File: src/rtl/decoder_pkg.sv
// Shared types and helpers for the sequenced decoder and related strobe
// generators: controller state encoding, mode constants and a one-hot
// helper that is sized for the widest supported output bank.
package decoder_pkg;

  typedef enum logic [1:0] {
    IDLE = 2'd0,
    HOLD = 2'd1,
    SCAN = 2'd2
  } dec_state_t;

  localparam logic MODE_DIRECT = 1'b0;
  localparam logic MODE_SCAN   = 1'b1;

  // Widest output bank the helper supports (SEL_W up to 8).
  localparam int MAX_OUT = 256;

  // One-hot vector with bit idx set, or all-zero when idx is outside the bank.
  function automatic logic [MAX_OUT-1:0] onehot(input int unsigned idx,
                                                input int unsigned num_out);
    logic [MAX_OUT-1:0] one;
    one = {{(MAX_OUT-1){1'b0}}, 1'b1};
    if (idx < num_out) begin
      return one << idx;
    end
    return '0;
  endfunction

endpackage

File: src/rtl/decoder_seq_dwell_counter.sv
// Loadable down-counter that measures how long a strobe line stays asserted.
// load takes priority over counting; counting stops at zero; done flags zero.
module dwell_counter #(
  parameter int CNT_W = 1
) (
  input  logic             clk,
  input  logic             rst,
  input  logic             load,
  input  logic [CNT_W-1:0] load_val,
  input  logic             en,
  output logic [CNT_W-1:0] cnt,
  output logic             done
);

  // Count register: synchronous clear, load, or saturating decrement.
  always_ff @(posedge clk) begin
    // NOTE: non-blocking assignments in clocked blocks so every register
    // samples pre-edge values, independent of block ordering.
    if (rst) begin
      cnt <= '0;
    end else if (load) begin
      cnt <= load_val;
    end else if (en && (cnt != '0)) begin
      cnt <= cnt - CNT_W'(1);
    end
  end

  assign done = (cnt == '0);

endmodule

File: src/rtl/decoder_seq.sv
// Registered, parametrised select decoder for peripheral strobe banks.
// Direct mode: a valid/ready handshake picks one line, held for DWELL cycles.
// Scan mode: lines are walked round-robin, DWELL cycles each.
// Optional build macro DECODER_SEQ_ERR_EN adds a sticky err output that
// records any accepted out-of-range select.
module decoder_seq
  import decoder_pkg::*;
#(
  parameter int SEL_W   = 3,
  parameter int NUM_OUT = 8,
  parameter int DWELL   = 4
) (
  input  logic               clk,
  input  logic               rst,
  input  logic               en,
  input  logic               mode,
  input  logic               sel_valid,
  input  logic [SEL_W-1:0]   sel,
  output logic               sel_ready,
  output logic [NUM_OUT-1:0] y,
  output logic               y_valid,
  output logic [SEL_W-1:0]   idx
`ifdef DECODER_SEQ_ERR_EN
  ,
  output logic               err
`endif
);

  localparam int CNT_W = ($clog2(DWELL + 1) < 1) ? 1 : $clog2(DWELL + 1);
  localparam logic [CNT_W-1:0] DWELL_M1 = CNT_W'(DWELL - 1);
  // Highest legal index; comparing against it keeps the check within SEL_W
  // bits even when NUM_OUT == 2**SEL_W.
  localparam logic [SEL_W-1:0] LAST_IDX = SEL_W'(NUM_OUT - 1);

  dec_state_t         state, state_d;
  logic [NUM_OUT-1:0] y_d;
  logic [SEL_W-1:0]   idx_d;
  logic               accept;
  logic               in_range;
  logic               cnt_load;
  logic [CNT_W-1:0]   cnt_load_val;
  logic               cnt_dec;
  logic [CNT_W-1:0]   dwell_cnt;
  logic               dwell_done;

  assign sel_ready = (state == IDLE) && en && (mode == MODE_DIRECT) && !rst;
  assign accept    = sel_valid && sel_ready;
  assign in_range  = (sel <= LAST_IDX);
  assign y_valid   = |y;

  dwell_counter #(
    .CNT_W (CNT_W)
  ) u_dwell (
    .clk      (clk),
    .rst      (rst),
    .load     (cnt_load),
    .load_val (cnt_load_val),
    .en       (cnt_dec),
    .cnt      (dwell_cnt),
    .done     (dwell_done)
  );

  // State, output line and index registers.
  always_ff @(posedge clk) begin
    if (rst) begin
      state <= IDLE;
      y     <= '0;
      idx   <= '0;
    end else begin
      state <= state_d;
      y     <= y_d;
      idx   <= idx_d;
    end
  end

  // Next-state, next index and dwell-counter control; y follows idx outside IDLE.
  always_comb begin
    // NOTE: every variable gets a default before any branch, so no path
    // leaves one unassigned and no latch is inferred.
    state_d      = state;
    idx_d        = idx;
    cnt_load     = 1'b0;
    cnt_load_val = DWELL_M1;
    cnt_dec      = 1'b0;

    if (!en) begin
      // Disable wins over any dwell in progress; also clear a partial count.
      state_d      = IDLE;
      idx_d        = '0;
      cnt_load     = (dwell_cnt != '0);
      cnt_load_val = '0;
    end else begin
      case (state)
        IDLE: begin
          idx_d = '0;
          if (mode == MODE_SCAN) begin
            state_d  = SCAN;
            cnt_load = 1'b1;
          end else if (accept && in_range) begin
            state_d  = HOLD;
            idx_d    = sel;
            cnt_load = 1'b1;
          end
          // Out-of-range handshakes are consumed and dropped here.
        end
        HOLD: begin
          if (dwell_done) begin
            state_d = IDLE;
            idx_d   = '0;
          end else begin
            cnt_dec = 1'b1;
          end
        end
        SCAN: begin
          if (!dwell_done) begin
            cnt_dec = 1'b1;
          end else if (mode == MODE_SCAN) begin
            idx_d    = (idx == LAST_IDX) ? '0 : idx + SEL_W'(1);
            cnt_load = 1'b1;
          end else begin
            state_d = IDLE;
            idx_d   = '0;
          end
        end
        default: begin
          state_d = IDLE;
          idx_d   = '0;
        end
      endcase
    end

    y_d = '0;
    if (state_d != IDLE) begin
      y_d = NUM_OUT'(onehot(32'(idx_d), NUM_OUT));
    end
  end

`ifdef DECODER_SEQ_ERR_EN
  // Sticky flag for dropped out-of-range requests; only rst clears it.
  always_ff @(posedge clk) begin
    if (rst) begin
      err <= 1'b0;
    end else if (accept && !in_range) begin
      err <= 1'b1;
    end
  end
`endif

endmodule

File: config.mk
export PLATFORM = sky130hd
export DESIGN_NAME = decoder_seq
export DESIGN_NICKNAME = d
export VERILOG_FILES = /design/src/rtl/decoder_pkg.sv /design/src/rtl/decoder_seq_dwell_counter.sv /design/src/rtl/decoder_seq.sv
export SDC_FILE = /design/constraint.sdc
export NUM_CORES = 1
export LEC_CHECK = 0
export BUFFER_PORTS_ARGS = -buffer_cell sky130_fd_sc_hd__clkbuf_2
export CORE_AREA = 2 2 52 54
export DETAILED_ROUTE_END_ITERATION = 10
export DIE_AREA = 0 0 54 56
export MAX_ROUTING_LAYER = met4
export SETUP_SLACK_MARGIN = 0.05
export SKIP_LAST_GASP = 1
export SYNTH_ARGS = -nofsm -noshare
export SYNTH_HDL_FRONTEND = slang
export SYNTH_SLANG_ARGS = --single-unit
export TNS_END_PERCENT = 30
File: constraint.sdc
create_clock -name clk -period 2 [get_ports clk]
set_input_delay 0.1 -clock clk [delete_from_list [all_inputs] [get_ports clk]]
set_output_delay 0.1 -clock clk [all_outputs]
set_load 0.05 [all_outputs]
# Word-level counts from Yosys, hierarchy flattened
# Index checks and enable logic that the tools add are counted.
# W data, S select, Z words.
dict set report word_totals {
  in_bits 8
  ff_bits 16
}
dict set report classes {
  n_addsub 2
  n_lt_le_gt_ge 1
  mux 28
  n_reduce_logical 15
  shifts 1
  n_eq_ne 3
  bitwise_logic 3
}
# op count
set op_table {}
lappend op_table {{$mux W3} 9}
lappend op_table {{$mux W2} 7}
lappend op_table {{$mux W1} 9}
lappend op_table {{$pmux W3 S3} 1}
lappend op_table {{$reduce_or A8 Y1} 1}
lappend op_table {{$shl A1 B3 Y8 const A} 1}
lappend op_table {{$logic_and A1 B1 Y1} 6}
lappend op_table {{$pmux W2 S3} 1}
lappend op_table {{$reduce_bool A2 Y1} 2}
lappend op_table {{$add A3 B1 Y3 const B} 1}
lappend op_table {{$eq A3 B3 Y1 const B} 1}
lappend op_table {{$le A3 B3 Y1 const B} 1}
lappend op_table {{$logic_not A3 Y1} 1}
lappend op_table {{$not A1 Y1} 3}
lappend op_table {{$reduce_bool A3 Y1} 1}
lappend op_table {{$reduce_or A3 Y1} 1}
lappend op_table {{$sub A3 B1 Y3 const B} 1}
lappend op_table {{$eq A2 B1 Y1 const B} 1}
lappend op_table {{$eq A2 B2 Y1 const B} 1}
lappend op_table {{$logic_not A2 Y1} 1}
lappend op_table {{$pmux W1 S2} 1}
lappend op_table {{$reduce_or A2 Y1} 1}
lappend op_table {{$logic_not A1 Y1} 1}

# Depth between registers and ports, before layout
dict set report depth {
  ltp_word 14
  ltp_mapped 8
}

# Cells and area by module
# From an unflattened synthesis, not the netlist that was laid out.
dict set report unflattened {
  cells_unflattened 100
  hier_area_um2 920.9
}
# module area_each_um2 instances cells_each seq_area_each_um2
set by_module_without_submodules {}
lappend by_module_without_submodules {decoder_seq 738.2 1 79 260.2}
lappend by_module_without_submodules {dwell_counter 182.7 1 21 60.1}

# Worst setup path before layout
# No wires, ideal clock.
dict set report synth_timing {
  path_kind {reg2reg}
  start {reg idx[1]}
  end {reg y[1]}
  arrival_ps 1852
  slack_ps 56
  path_stages_with_launch 6
  cell_sequence {dfxtp_1 -> ha_1 -> ha_1 -> and2_2 -> a221o_2 -> nor4_1}
}
dict set report synth_between {
  elab_chain_cells 7
  word_cells_on_any_way 9
  classes_between {add/sub: 1; eq/ne: 1; shift: 1; mux: 6}
}
# element line_no
set synth_lines {}
lappend synth_lines {{from (decl)} decoder_seq.sv:22} ;# output logic [SEL_W-1:0] idx
lappend synth_lines {{from (signal assigned)} decoder_seq.sv:72} ;# idx <= idx_d;
lappend synth_lines {{$add A3 B1 Y3 or $eq A3 B3 Y1 (tied branches)} decoder_seq.sv:118} ;# idx_d = (idx == LAST_IDX) ? '0 : idx + SEL_W'(1);
lappend synth_lines {{$mux W3} decoder_seq.sv:118}
lappend synth_lines {{$mux W3} decoder_seq.sv:117} ;# end else if (mode == MODE_SCAN) begin
lappend synth_lines {{$mux W3} decoder_seq.sv:115} ;# if (!dwell_done) begin
lappend synth_lines {{$pmux W3 S3 *} decoder_seq.sv:93} ;# case (state)
lappend synth_lines {{$mux W3 *} decoder_seq.sv:86} ;# if (!en) begin
lappend synth_lines {{$shl A1 B3 Y8 *} decoder_pkg.sv:24} ;# return one << idx;
lappend synth_lines {{to (signal assigned)} decoder_seq.sv:71} ;# y <= y_d;
lappend synth_lines {{to (decl)} decoder_seq.sv:20} ;# output logic [NUM_OUT-1:0] y,
# Mark *: on every way between the ends. The rest lies on a longest branch, timed or not.
# A chain may end at the register's enable or synchronous reset.

# Worst setup path in the final report
dict set report layout_timing {
  start {reg state[0]}
  end {reg y[3]}
}
dict set report layout_between {
  elab_chain_cells 13
  word_cells_on_any_way 23
  classes_between {eq/ne: 2; shift: 1; mux: 11; bitwise: 1; reduce/logical: 8}
}
# element line_no
set layout_lines {}
lappend layout_lines {{from (decl)} decoder_seq.sv:35} ;# dec_state_t state, state_d;
lappend layout_lines {{from (signal assigned)} decoder_seq.sv:70} ;# state <= state_d;
lappend layout_lines {{$logic_not A2 Y1} {decoder_seq.sv:46, decoder_seq.sv:93}}
lappend layout_lines {{$logic_and A1 B1 Y1 (3 in series)} decoder_seq.sv:46} ;# assign sel_ready = (state == IDLE) && en && (mode == MODE_DIRECT) && !rst;
lappend layout_lines {{$logic_and A1 B1 Y1} decoder_seq.sv:47} ;# assign accept = sel_valid && sel_ready;
lappend layout_lines {{$logic_and A1 B1 Y1} decoder_seq.sv:99} ;# end else if (accept && in_range) begin
lappend layout_lines {{$mux W2} decoder_seq.sv:99}
lappend layout_lines {{$mux W2} decoder_seq.sv:96} ;# if (mode == MODE_SCAN) begin
lappend layout_lines {{$pmux W2 S3} decoder_seq.sv:93}
lappend layout_lines {{$mux W2} decoder_seq.sv:86}
lappend layout_lines {{$reduce_bool A2 Y1} decoder_seq.sv:133} ;# if (state_d != IDLE) begin
lappend layout_lines {{$not A1 Y1 (no source line)} n/a}
lappend layout_lines {{$reduce_or A3 Y1 (no source line)} n/a}
# Several ways; a longest one is shown, not always the timed one.

==> results.ini <==
[outcome]
status=completed

[power_and_ir_drop]
p_per_area_mw_per_mm2=597
ir_drop_mv=0.255
total_power_uw=674
leakagePower_nw=0.515

[sta]
min_period_ns=1.88
tns_ns=0
rsz0062_at_grt=yes
fin_crit_sh_pct=93.8
slew_headroom_pct=77.5
final.setup_skew_ns=0.00808
finalHoldViolations=0
setup_viol=0
fmax_mhz=533
drv_slew=0
worst_slew_pin_slew_ns=0.338

[synth]
synth_most_common_cell=dfxtp_1
synth-xor-area-share_pct=0
ys_warn_count=0
post_synth.cell_area_avg_um2=8.86
synthArstFlopShare_pct=0
synth-seq-cells=16
synth_area_leaders=dfxtp_1, ha_1, a21oi_1, nor2_1, nor3_1
synth_top_area_share_pct=36.2
synthAdderAreaFrac_pct=11.3
synth_commonest_cells=dfxtp_1, a21oi_1, nor2_1, ha_1, nand2_1
synth_top_area_cell=dfxtp_1
seq_area_frac_synth_pct=36.2
yosysUniqueCellTypes=33
syn_area_um2=886
synth_compound_gate_area_share_pct=18.4
synth-edff-count=0
synth_flop_cell=dfxtp_1
synth_simple_gate_area_share_pct=30.2
synthesis.instances=100
synth_nets=116
synthMuxAreaShare_pct=0
synth_top_family_by_area=simple AND/OR/NAND/NOR gates

[floorplanning]
core_area_mm2=0.00243
die_h_um=56
die_w_um=54
start_util_pct=36.4
die-area_mm2=0.00302
ios=21
rows=18

[worst_hold_path]
min_path_cells=2
worstHoldStart=rst
hold_path_class=in -> reg

[clock_tree]
clkTransAtPathRegs_ns=0.11
cts_sinks=16
cts_tree=yes
root_buffer=clkbuf_4
cts_inserted_buffers=3
clock_path_buffers=2
clk_latency_ns=0.29
cts_htree_levels=1

[drt]
wirelength_um=1910
drtAntennaViolNets=0
drc=0
first_iter_violations=10
vias_per_cell=5.26
drtPass1Iterations=4
wire_per_inst_um=12.2
num_vias=826

[final_layout]
nNetsFinal=144
drive_gt1_share_pct=39.4
area_growth_pct=27.5
antennaDiodeCount=0
finish.utilization_pct=46.5
fillerInstances=244
fin_cells=157

[placed_design]
gp_congestion=0.906
dp.cells=152
dp_hpwl_um=1530
portBuffers=20

[worst_setup_path]
end_kind=flop
critical_path.startpoint=state[0]
r2r_end=y[3]
crit_type=reg -> reg
start_kind=flop
reg2reg_slack_ns=0.12
worstPathArrival_ns=2.06
rr_startpoint=state[0]
path_max_fanout=6
cp-endpoint=y[3]
r2r.worst_path.cells=6
crit_required_ns=2.19

[run]
drv_cap=0

[global_route]
grt_max_degree=10
grt_pass1_wl_um=3330
grt_use_total_pct=14.8
antenna_found_initial=0
grt_overflow_total=0
grt_pass1_vias=780

[layout make-up]
class / instances / area, um2 / area share [%]
Clock buffer: 4 / 36.3 / 3.21
Inverter: 6 / 22.5 / 1.99
Multi-Input combinational cell: 76 / 573 / 50.7
Sequential cell: 16 / 323 / 28.6
Tap cell: 30 / 37.5 / 3.32
Timing Repair Buffer: 25 / 138 / 12.2
[sequential cells by signal, indices dropped and copies added (netlist names)]
name         flops
y                8
u_dwell.cnt      3
state            2
idx              3
[worst max-delay path: stages (launching register included)]
cell,delay [ns]
dfxtp_2,0.38
inv_1,0.10
ha_2,0.23
and4b_1,0.23
and2_2,0.19
a221o_2,0.38
nor4_2,0.26
[power breakdown]
group	switching [mW]	internal [mW]	leakage [nW]
Clock	0.109	0.111	0.0210
Sequential	0.00474	0.326	0.131
Combinational	0.0762	0.0479	0.363
Total	0.190	0.485	0.515
[routing by layer]
metal | vias to the layer above | track usage [%] | share of wire (%)
li1 | 414 | - | -
met1 | 386 | 17.9 | 45
met2 | 24 | 23.3 | 49
met3 | 2 | 3.49 | 4.6
met4 | 0 | 5.36 | 0.63
met5 | - | - | 0
[what timing repair did]
action                     in CTS  in global routing
gates cloned                    0                  0
resized for setup               2                  8
buffers inserted                0                  1
hold buffers                    0                  0
pin swaps                       1                  0
setup endpoints to repair       2                  8
[per-stage QoR]
stage / setup WS (ns) / hold slack [ns] / area [um2]
floorplan: 0.0558 / 0.169 / 886
global placement: 0.0522 / 0.365 / 1040
detailed placement: -0.0354 / 0.376 / 1040
CTS: 0.0523 / 0.0635 / 1080
global route: 0.0207 / 0.0874 / 1130
finish: 0.125 / 0.0839 / 1130
[logic make-up (layout without fill, tap and decap cells)]
kind of cell / Yosys count / in the layout
and+or+nand+nor: 45 / 45
adders and majority gates: 8 / 8
DFF: 16 / 16
AOI/OAI and AO/OA: 23 / 23
buffers and inverters: 8 / 35
[worst min-delay path by stage]
stage,end
2_1_floorplan,u_dwell.cnt[0]
3_3_place_gp,u_dwell.cnt[0]
3_5_place_dp,u_dwell.cnt[0]
4_1_cts,u_dwell.cnt[0]
5_1_grt,u_dwell.cnt[0]
6_report,u_dwell.cnt[1]
[layout by cell type, fill, tap and decap left out, types with 2 or more instances in the layout]
| cell type | netlist | final |
|---|---|---|
| inv_1 | 6 | 6 |
| nand2_1 | 7 | 7 |
| nor3_2 | 2 | 2 |
| and2_2 | 2 | 2 |
| a21oi_1 | 10 | 10 |
| nor2_2 | 1 | 3 |
| clkbuf_4 | 0 | 3 |
| nor3_1 | 6 | 6 |
| clkbuf_2 | 0 | 20 |
| o21ai_0 | 4 | 4 |
| dfxtp_1 | 16 | 14 |
| nor2_1 | 10 | 8 |
| nor4_2 | 0 | 2 |
| buf_4 | 1 | 5 |
| ha_1 | 8 | 7 |
| nand2b_1 | 2 | 2 |
| nand3b_1 | 2 | 2 |
| dfxtp_2 | 0 | 2 |
| nor4_1 | 4 | 2 |
No activity file was read; power rests on OpenSTA's default activity.
